<file path="config.mk">
export PLATFORM = sky130hd
export DESIGN_NAME = fifo_wr_arb
export DESIGN_NICKNAME = d
export VERILOG_FILES = /design/src/rtl/fifo_arb_pkg.sv /design/src/rtl/fifo_wr_arb_rr_pick.sv /design/src/rtl/fifo_wr_arb.sv
export SDC_FILE = /design/constraint.sdc
export NUM_CORES = 1
export LEC_CHECK = 0
export ABC_AREA = 1
export CAP_MARGIN = 25
export CORE_UTILIZATION = 30
export CTS_BUF_LIST = sky130_fd_sc_hd__clkbuf_2 sky130_fd_sc_hd__clkbuf_4 sky130_fd_sc_hd__clkbuf_8
export DETAILED_ROUTE_END_ITERATION = 10
export PLACE_DENSITY = 0.77
export SYNTH_ARGS = -nofsm -noshare
export SYNTH_HDL_FRONTEND = slang
export SYNTH_SLANG_ARGS = --single-unit
</file>
<file path="constraint.sdc">
create_clock -name wclk -period 1.5 [get_ports wclk]
set_input_delay 0.225 -clock wclk [delete_from_list [all_inputs] [get_ports wclk]]
set_output_delay 0.225 -clock wclk [all_outputs]
set_load 0.01 [all_outputs]
</file>
<file path="src/rtl/fifo_arb_pkg.sv">
// ---------------------------------------------------------------------------
// fifo_arb_pkg
// Shared definitions for the FIFO write-side arbiter: the two-state FSM
// encoding and the default per-tenure burst length.
// ---------------------------------------------------------------------------
package fifo_arb_pkg;

    typedef enum logic {
        IDLE = 1'b0,
        OWN  = 1'b1
    } arb_state_t;

    localparam int BURST_DEFAULT = 4;

endpackage

</file>
<file path="src/rtl/fifo_wr_arb_rr_pick.sv">
// ---------------------------------------------------------------------------
// rr_pick
// Combinational round-robin picker: returns the first set request at or
// after rr_ptr, scanning upward and wrapping from NREQ-1 back to 0.
//
// Ports
//   req     in   NREQ  request vector
//   rr_ptr  in   PW    scan start index
//   found   out  1     at least one request is set
//   idx     out  PW    index of the selected request (0 when none)
// ---------------------------------------------------------------------------
module rr_pick
    import fifo_arb_pkg::*;
#(
    parameter int NREQ = 4,
    parameter int PW   = (NREQ > 1) ? $clog2(NREQ) : 1
) (
    input  logic [NREQ-1:0] req,
    input  logic [PW-1:0]   rr_ptr,
    output logic            found,
    output logic [PW-1:0]   idx
);

    localparam int SW = PW + 1;

    logic [2*NREQ-1:0] req_dbl;
    logic [NREQ-1:0]   rot;
    logic [SW-1:0]     sum;

    always_comb begin
        // Rotate so that bit 0 of rot corresponds to index rr_ptr; the
        // doubled copy supplies the wrapped-around upper indices.
        req_dbl = {req, req} >> rr_ptr;
        rot     = req_dbl[NREQ-1:0];
        found   = |rot;
        sum     = '0;
        // Walk downward so the lowest set offset wins.
        for (int k = NREQ - 1; k >= 0; k--) begin
            if (rot[k]) begin
                sum = {1'b0, rr_ptr} + SW'(k);
            end
        end
        if (sum >= SW'(NREQ)) begin
            sum = sum - SW'(NREQ);
        end
        idx = sum[PW-1:0];
    end

endmodule

</file>
<file path="src/rtl/fifo_wr_arb.sv">
// ---------------------------------------------------------------------------
// fifo_wr_arb
// Shares one FIFO write port among NREQ requesters. An idle cycle picks the
// next owner round-robin; the owner then writes up to BURST words, stalling
// on wfull and yielding early on wfull_almost or when its request drops.
//
// Ports
//   wclk          in   1            write-domain clock
//   wrst_n        in   1            asynchronous active-low reset
//   req           in   NREQ         per-requester word available
//   req_data      in   NREQ*DSIZE   requester i word on [i*DSIZE +: DSIZE]
//   gnt           out  NREQ         one-hot: requester's word written now
//   wdata         out  DSIZE        FIFO write data
//   winc          out  1            FIFO write enable
//   wfull         in   1            FIFO full
//   wfull_almost  in   1            FIFO almost full
//   owner         out  clog2(NREQ)  current owner, 0 when idle
//   busy          out  1            high while an owner holds the port
// ---------------------------------------------------------------------------
module fifo_wr_arb
    import fifo_arb_pkg::*;
#(
    parameter int DSIZE = 12,
    parameter int NREQ  = 4,
    parameter int BURST = BURST_DEFAULT
) (
    input  logic                    wclk,
    input  logic                    wrst_n,
    input  logic [NREQ-1:0]         req,
    input  logic [NREQ*DSIZE-1:0]   req_data,
    output logic [NREQ-1:0]         gnt,
    output logic [DSIZE-1:0]        wdata,
    output logic                    winc,
    input  logic                    wfull,
    input  logic                    wfull_almost,
    output logic [$clog2(NREQ)-1:0] owner,
    output logic                    busy
);

    localparam int OW = $clog2(NREQ);
    localparam int CW = (BURST > 1) ? $clog2(BURST) : 1;

    arb_state_t    state;
    logic [OW-1:0] rr_ptr;
    logic [OW-1:0] own_q;
    logic [CW-1:0] burst_cnt;

    logic          found;
    logic [OW-1:0] pick_idx;
    logic          own_req;
    logic          wr;
    logic          last_word;
    logic [OW-1:0] next_ptr;

    rr_pick #(
        .NREQ (NREQ),
        .PW   (OW)
    ) u_pick (
        .req    (req),
        .rr_ptr (rr_ptr),
        .found  (found),
        .idx    (pick_idx)
    );

    always_comb begin
        own_req   = req[own_q];
        // wfull gates the write itself, so it also blocks the almost-full exit.
        wr        = (state == OWN) && own_req && !wfull;
        last_word = (burst_cnt == CW'(BURST - 1)) || wfull_almost;
        next_ptr  = (own_q == OW'(NREQ - 1)) ? '0 : own_q + 1'b1;
    end

    // The write path is combinational off the owner register so a word can
    // be accepted in the same cycle the requester presents it.
    always_comb begin
        winc  = wr;
        gnt   = wr ? (NREQ'(1) << own_q) : '0;
        wdata = (state == OWN) ? req_data[own_q*DSIZE +: DSIZE] : '0;
        owner = (state == OWN) ? own_q : '0;
        busy  = (state == OWN);
    end

    always_ff @(posedge wclk or negedge wrst_n) begin
        if (!wrst_n) begin
            state     <= IDLE;
            rr_ptr    <= '0;
            own_q     <= '0;
            burst_cnt <= '0;
        end else begin
            case (state)
                IDLE: begin
                    if (found) begin
                        own_q     <= pick_idx;
                        burst_cnt <= '0;
                        state     <= OWN;
                    end
                end
                OWN: begin
                    if (!own_req) begin
                        state  <= IDLE;
                        rr_ptr <= next_ptr;
                    end else if (wr) begin
                        burst_cnt <= burst_cnt + CW'(1);
                        if (last_word) begin
                            state  <= IDLE;
                            rr_ptr <= next_ptr;
                        end
                    end
                end
                default: state <= IDLE;
            endcase
        end
    end

endmodule

</file>
# Yosys cells after proc, flatten, opt, wreduce, memory -nomap -nowiden
# Cells that the tools add are included.
# Widths: inputs -> output; s select.
[word_totals] ff_bits=7 inputBits=56 output_inout_bits=20
[op_classes] add_sub_neg=6 n_mul=1 magnitude_cmp=2 n_eq_ne=7 shift=3 muxes=23 n_bitwise=1 reduce_logical=8
[ops] operator="$shiftx 48x7->12" count=1
[ops] operator="$mux 2" count=9
[ops] operator="$mux 12" count=1
[ops] operator="$mux 3" count=4
[ops] operator="$ne 2x1->1 const B" count=4
[ops] operator="$shr 8x2->4" count=1
[ops] operator="$add 2x2->3 const B" count=2
[ops] operator="$reduce_and 3->1" count=2
[ops] operator="$mux 1" count=5
[ops] operator="$add 2x1->2 const B" count=2
[ops] operator="$eq 2x2->1 const B" count=2
[ops] operator="$mul 2x2->4 const B" count=1
[ops] operator="$mux 4" count=1
[ops] operator="$pmux 2 s2" count=1
[ops] operator="$reduce_or 4->1" count=1
[ops] operator="$shl 1x2->4 const A" count=1
[ops] operator="$add 2x1->3 const B" count=1
[ops] operator="$ge 3x3->1 const B" count=1
[ops] operator="$lt 2x3->1 const B" count=1
[ops] operator="$bmux 1 s2" count=1
[ops] operator="$logic_and 1x1->1" count=2
[ops] operator="$ne 2x2->1 const B" count=1
[ops] operator="$pmux 1 s2" count=1
[ops] operator="$reduce_and 2->1" count=1
[ops] operator="4 further kinds" count=4

# Depth between registers and ports, before layout
[logic_depth] ltp_word=7 ltp_mapped=11 depth_no_buf=10

# Hierarchy
# Synthesis repeated with hierarchy kept, for this count alone.
[hier_totals] hier_cells=201 area_unflattened_um2=1111.1
[by_module_without_submodules] mod="fifo_wr_arb" instances=1 cells_per_inst=152 area_per_inst_um2=860.8 seq_area_each_um2=175.2
[by_module_without_submodules] mod="rr_pick" instances=1 cells_per_inst=49 area_per_inst_um2=250.2 seq_area_each_um2=0.0

# Least setup slack after synthesis
# Ideal clock, no wire load.
[synth_timing] path_type="register -> output" startpoint="reg own_q[0]" endpoint="out gnt[0]" t_arrival_ns=1.215 slack_ns=0.060 path_stages_with_launch=6 n_path_buf=1 path_cell_list="dfrtp_1 > inv_1 > clkbuf_1 > ha_1 > inv_1 > nor2_1"
[synth_between] elab_chain_len=5 word_cells_on_any_way=6 cone_classes="1 x shift; 3 x mux; 2 x reduce/logical"
[synth_lines] item="start, declared" line_no="fifo_wr_arb.sv:45" text="logic [OW-1:0] own_q;"
[synth_lines] item="start signal, assigned" line_no="fifo_wr_arb.sv:93" text="own_q <= pick_idx;"
[synth_lines] item="$bmux 1 s2" line_no="fifo_wr_arb.sv:66" text="own_req = req[own_q];"
[synth_lines] item="$mux 1 (not written as such)" line_no="fifo_wr_arb.sv:66"
[synth_lines] item="$logic_and 1x1->1 (2 in a row)" line_no="fifo_wr_arb.sv:68" text="wr = (state == OWN) && own_req && !wfull;"
[synth_lines] item="$mux 4 *" line_no="fifo_wr_arb.sv:77" text="gnt = wr ? (NREQ'(1) << own_q) : '0;"
[synth_lines] item="end, declared" line_no="fifo_wr_arb.sv:31" text="output logic [NREQ-1:0] gnt,"
# Mark *: on every way between the ends. The rest lies on a longest branch, timed or not. The select of a mux whose other input is x is not followed.

# Worst setup path in the final report
[layout_timing] startpoint="reg own_q[0]" endpoint="out gnt[3]"
# Same word-level chain as after synthesis.

==> out/qor.log <==
qor: outcome.run_status finished with violations
qor: outcome.violated_checks setup timing
qor: place.placement.cell_area 2070 µm²
qor: sta.max-slew-margin-rel 71.0%
qor: synth.synth.net_count 268
qor: sta.final.setup.tns -3.51 ns
qor: sta.tightestPinTransition 0.434 ns
qor: clocking.cts_hold_buf 0
qor: clocking.cts_root_buffer sky130_fd_sc_hd__clkbuf_8
qor: sta.share_of_the_clock_period_used_by_the_worst_path_after_layout 118%
qor: floorplanning.fp.dieW 63.5 µm
qor: global_routing.number_of_antenna_violations_at_the_first_check_in_global_routing 0
qor: routing.detailroute.wirelength.met3 285 µm
qor: routing.dr_wl_met2 2250 µm
qor: final_layout.insertedDiodeCount 0
qor: clocking.clk_pin_slew 0.04 ns
qor: routing.drtIter0Drc 48
qor: routing.routed_wl 4590 µm
qor: sta.hold_viol_final 0
qor: clocking.worst_skew_pair.late_latency 0.23 ns
qor: sta.setup_repair_after_global_routing_missed_its_margin yes
qor: power_and_ir_drop.totalPowerFinal 4.39 mW
qor: place.placement.setup.worst_slack -0.621 ns
qor: floorplanning.fp.dieArea 4040 µm²
qor: power_and_ir_drop.power.density 1870 nW/µm²
qor: global_routing.wire_length_of_the_first_global_routing_pass 7200 µm
qor: final_layout.nets 376
qor: sta.fmaxAchievable 566 MHz
qor: setup_path.critical_path_peak_fanout 7
qor: final_layout.finalCoreUtilization 67.6%
qor: synth.synthDistinctLibCells 23
qor: setup_path.cp-end-kind primary output
qor: final_layout.postLayoutCellArea 2340 µm²
qor: setup_path.critical_path_required 1.27 ns
qor: synth.synth-warning-count 0
qor: global_routing.gr-usage-all-layers 22.2%
qor: final_layout.stdcell_count 360
qor: floorplanning.rows 21
qor: synth.synth.avg_cell_area 5.49 µm²
qor: power_and_ir_drop.ir_worst_vdd 0.00123 V
qor: synth.synth-seq-cells 7
qor: global_routing.grt_start_max_net_pins 15
qor: routing.wirelength_met1 1960 µm
qor: synth.post_synth_instance_area 1140 µm²
qor: routing.detailroute.via_count 1708
qor: floorplanning.die_height 63.5 µm
qor: sta.setup_violations 17
qor: min_path.hp-class primary input to asynchronous set/reset pin
qor: sta.final_max_slew_viol_count 0
qor: synth.synth.yosys.seq_area_share 15.4%
qor: routing.detail_route.vias_per_cell 4.74
qor: final_layout.num-fill-cells 303
qor: clocking.cts-root-to-sink-buffers 2
qor: setup_path.timing_worst_setup_path_type register to primary output
qor: global_routing.number_of_global_route_vias_before_repair 1622
qor: sta.final.hold.worst_slack 0.256 ns
qor: floorplanning.top_level_ports 76
qor: place.place.detailed.hpwl 3210 µm
qor: clocking.clock-sinks 7
qor: sta.final_critical_period 1.77 ns
qor: global_routing.grt_overflow 0
qor: final_layout.area_of_all_sequential_standard_cells 180 µm²
qor: synth.syn-instance-count 207
qor: final_layout.final_layout_size_suffix_gt1_share 32.2%
qor: floorplanning.core_region_area 3470 µm²
qor: floorplanning.effective_utilization_at_floorplan 32.8%
qor: routing.route.detailed.drc 0
qor: final_layout.synth_to_final_area_change 106%
qor: place.placedCellCount 342
qor: place.numPortBuffers 75
qor: setup_path.worst_setup_path_start_kind register
qor: setup_path.timing.critical_path.arrival 1.54 ns
qor: routing.drt.antenna.violating_nets 0
qor: clocking.cts_buffers 3
qor: clocking.cts_tree yes
qor: place.finalWeightedCongestion 0.829
qor: clocking.htree_levels 1
qor: routing.wl_per_cell 12.7 µm
qor: routing.routed.top_layer met4
qor: routing.drt_first_pass_iters 4
qor: final_layout.multi_input_gate_area_in_the_final_layout 927 µm²
qor: run.max_cap_viol_count 0
qor: sta.finalWorstSetupSlack -0.266 ns
qor: sta.finalClockSkew 0.00454 ns
qor: power_and_ir_drop.p_leak 1.13 nW
-- metal layers --
layer	global-route usage, %	up-vias
li1	-	877
met1	26.6	755
met2	39.6	65
met3	2.54	11
met4	8.81	0
met5	0	-
-- layout by cell type (no fill, tap or decap), drive strengths merged --
master / count
inv: 22
ha: 5
nand2: 43
dlymetal6s2s: 1
clkdlybuf4s50: 54
dfrtp: 7
nor2: 57
clkbuf: 5
a21oi: 17
buf: 53
o211ai: 1
nand3: 10
a31oi: 1
dlygate4sd2: 3
nand4: 1
o21ai: 33
clkinv: 1
-- final timing paths --
kind | cells past startpoint | slack [ns] | endpoint | startpoint
min in group wclk | 2 | 0.50 | burst_cnt[1] | burst_cnt[1]
max reg2reg | 8 | 0.06 | rr_ptr[0] | own_q[0]
min | 1 | 0.26 | rr_ptr[1] | wrst_n
max | 6 | -0.27 | gnt[3] | own_q[0]
min reg2reg | 2 | 0.50 | burst_cnt[1] | burst_cnt[1]
max in group asynchronous | 1 | 0.98 | own_q[1] | wrst_n
-- power breakdown --
part           internal, mW  leakage, nW  total [mW]  switching [mW]
clock                 0.180       0.0255       0.271          0.0904
combinational          1.73         1.02        3.63            1.90
sequential            0.299       0.0822       0.486           0.188
total                  2.21         1.13        4.39            2.18
-- state kept, by name, summed over array words and instances, names as in the netlist --
register	cells
busy	1
rr_ptr	2
burst_cnt	2
own_q	2
-- worst max-delay path, stage by stage (launching register included) --
cell                      delay (ns)
sky130_fd_sc_hd__dfrtp_2        0.48
sky130_fd_sc_hd__buf_6          0.16
sky130_fd_sc_hd__o21ai_4        0.16
sky130_fd_sc_hd__nand4_4        0.15
sky130_fd_sc_hd__buf_6          0.17
sky130_fd_sc_hd__nor2_4         0.09
sky130_fd_sc_hd__buf_6          0.11
-- area by class of cell --
cell class | instances | share of cell area (%)
Sequential cell | 7 | 7.69
Tap cell | 46 | 2.46
Clock buffer | 3 | 1.76
Multi-Input combinational cell | 168 | 39.6
Clock inverter | 1 | 0.214
Timing Repair Buffer | 113 | 44.5
Inverter | 22 | 3.84
-- cells by family (layout without fill, tap and decap cells) --
kind of cell	Yosys count	in the layout	share of synthesized area (%)
flip-flops	7	7	15.4
AO/OA/AOI/OAI	52	52	24.2
AND/OR/NAND/NOR	111	111	41.4
buffers and inverters	32	139	13.4
adder cells (fa/ha/maj)	5	5	5.51
-- synth_stat cells --
| cell | instances | area [µm²] |
|---|---|---|
| sky130_fd_sc_hd__inv_1 | 18 | 67.6 |
| sky130_fd_sc_hd__o21ai_1 | 5 | 25.0 |
| sky130_fd_sc_hd__a21oi_1 | 16 | 80.1 |
| sky130_fd_sc_hd__nor2_2 | 3 | 18.8 |
| sky130_fd_sc_hd__inv_2 | 3 | 11.3 |
| sky130_fd_sc_hd__ha_1 | 5 | 62.6 |
| sky130_fd_sc_hd__a31oi_1 | 1 | 6.26 |
| sky130_fd_sc_hd__o21ai_2 | 2 | 17.5 |
| sky130_fd_sc_hd__nand2_2 | 4 | 25.0 |
| sky130_fd_sc_hd__nand2_4 | 2 | 22.5 |
| sky130_fd_sc_hd__a21oi_2 | 1 | 8.76 |
| sky130_fd_sc_hd__buf_6 | 2 | 22.5 |
| sky130_fd_sc_hd__o21ai_0 | 26 | 130 |
| sky130_fd_sc_hd__dfrtp_1 | 7 | 175 |
| sky130_fd_sc_hd__clkbuf_1 | 4 | 15.0 |
| sky130_fd_sc_hd__nand4_2 | 1 | 12.5 |
| sky130_fd_sc_hd__o211ai_1 | 1 | 7.51 |
| sky130_fd_sc_hd__inv_6 | 1 | 8.76 |
| sky130_fd_sc_hd__nand3_1 | 10 | 50.1 |
| sky130_fd_sc_hd__buf_2 | 1 | 5.00 |
| sky130_fd_sc_hd__nand2_1 | 37 | 139 |
| sky130_fd_sc_hd__buf_4 | 3 | 22.5 |
| sky130_fd_sc_hd__nor2_1 | 54 | 203 |
-- timing repair --
item | in CTS | in global routing
buffers inserted | 10 | 3
gates cloned | 0 | 1
gates resized for setup | 99 | 33
setup endpoints to repair | 20 | 21
endpoints found under the hold margin | 0 | 0
pin swaps | 7 | 18
Power figures use the tool's default switching activity.
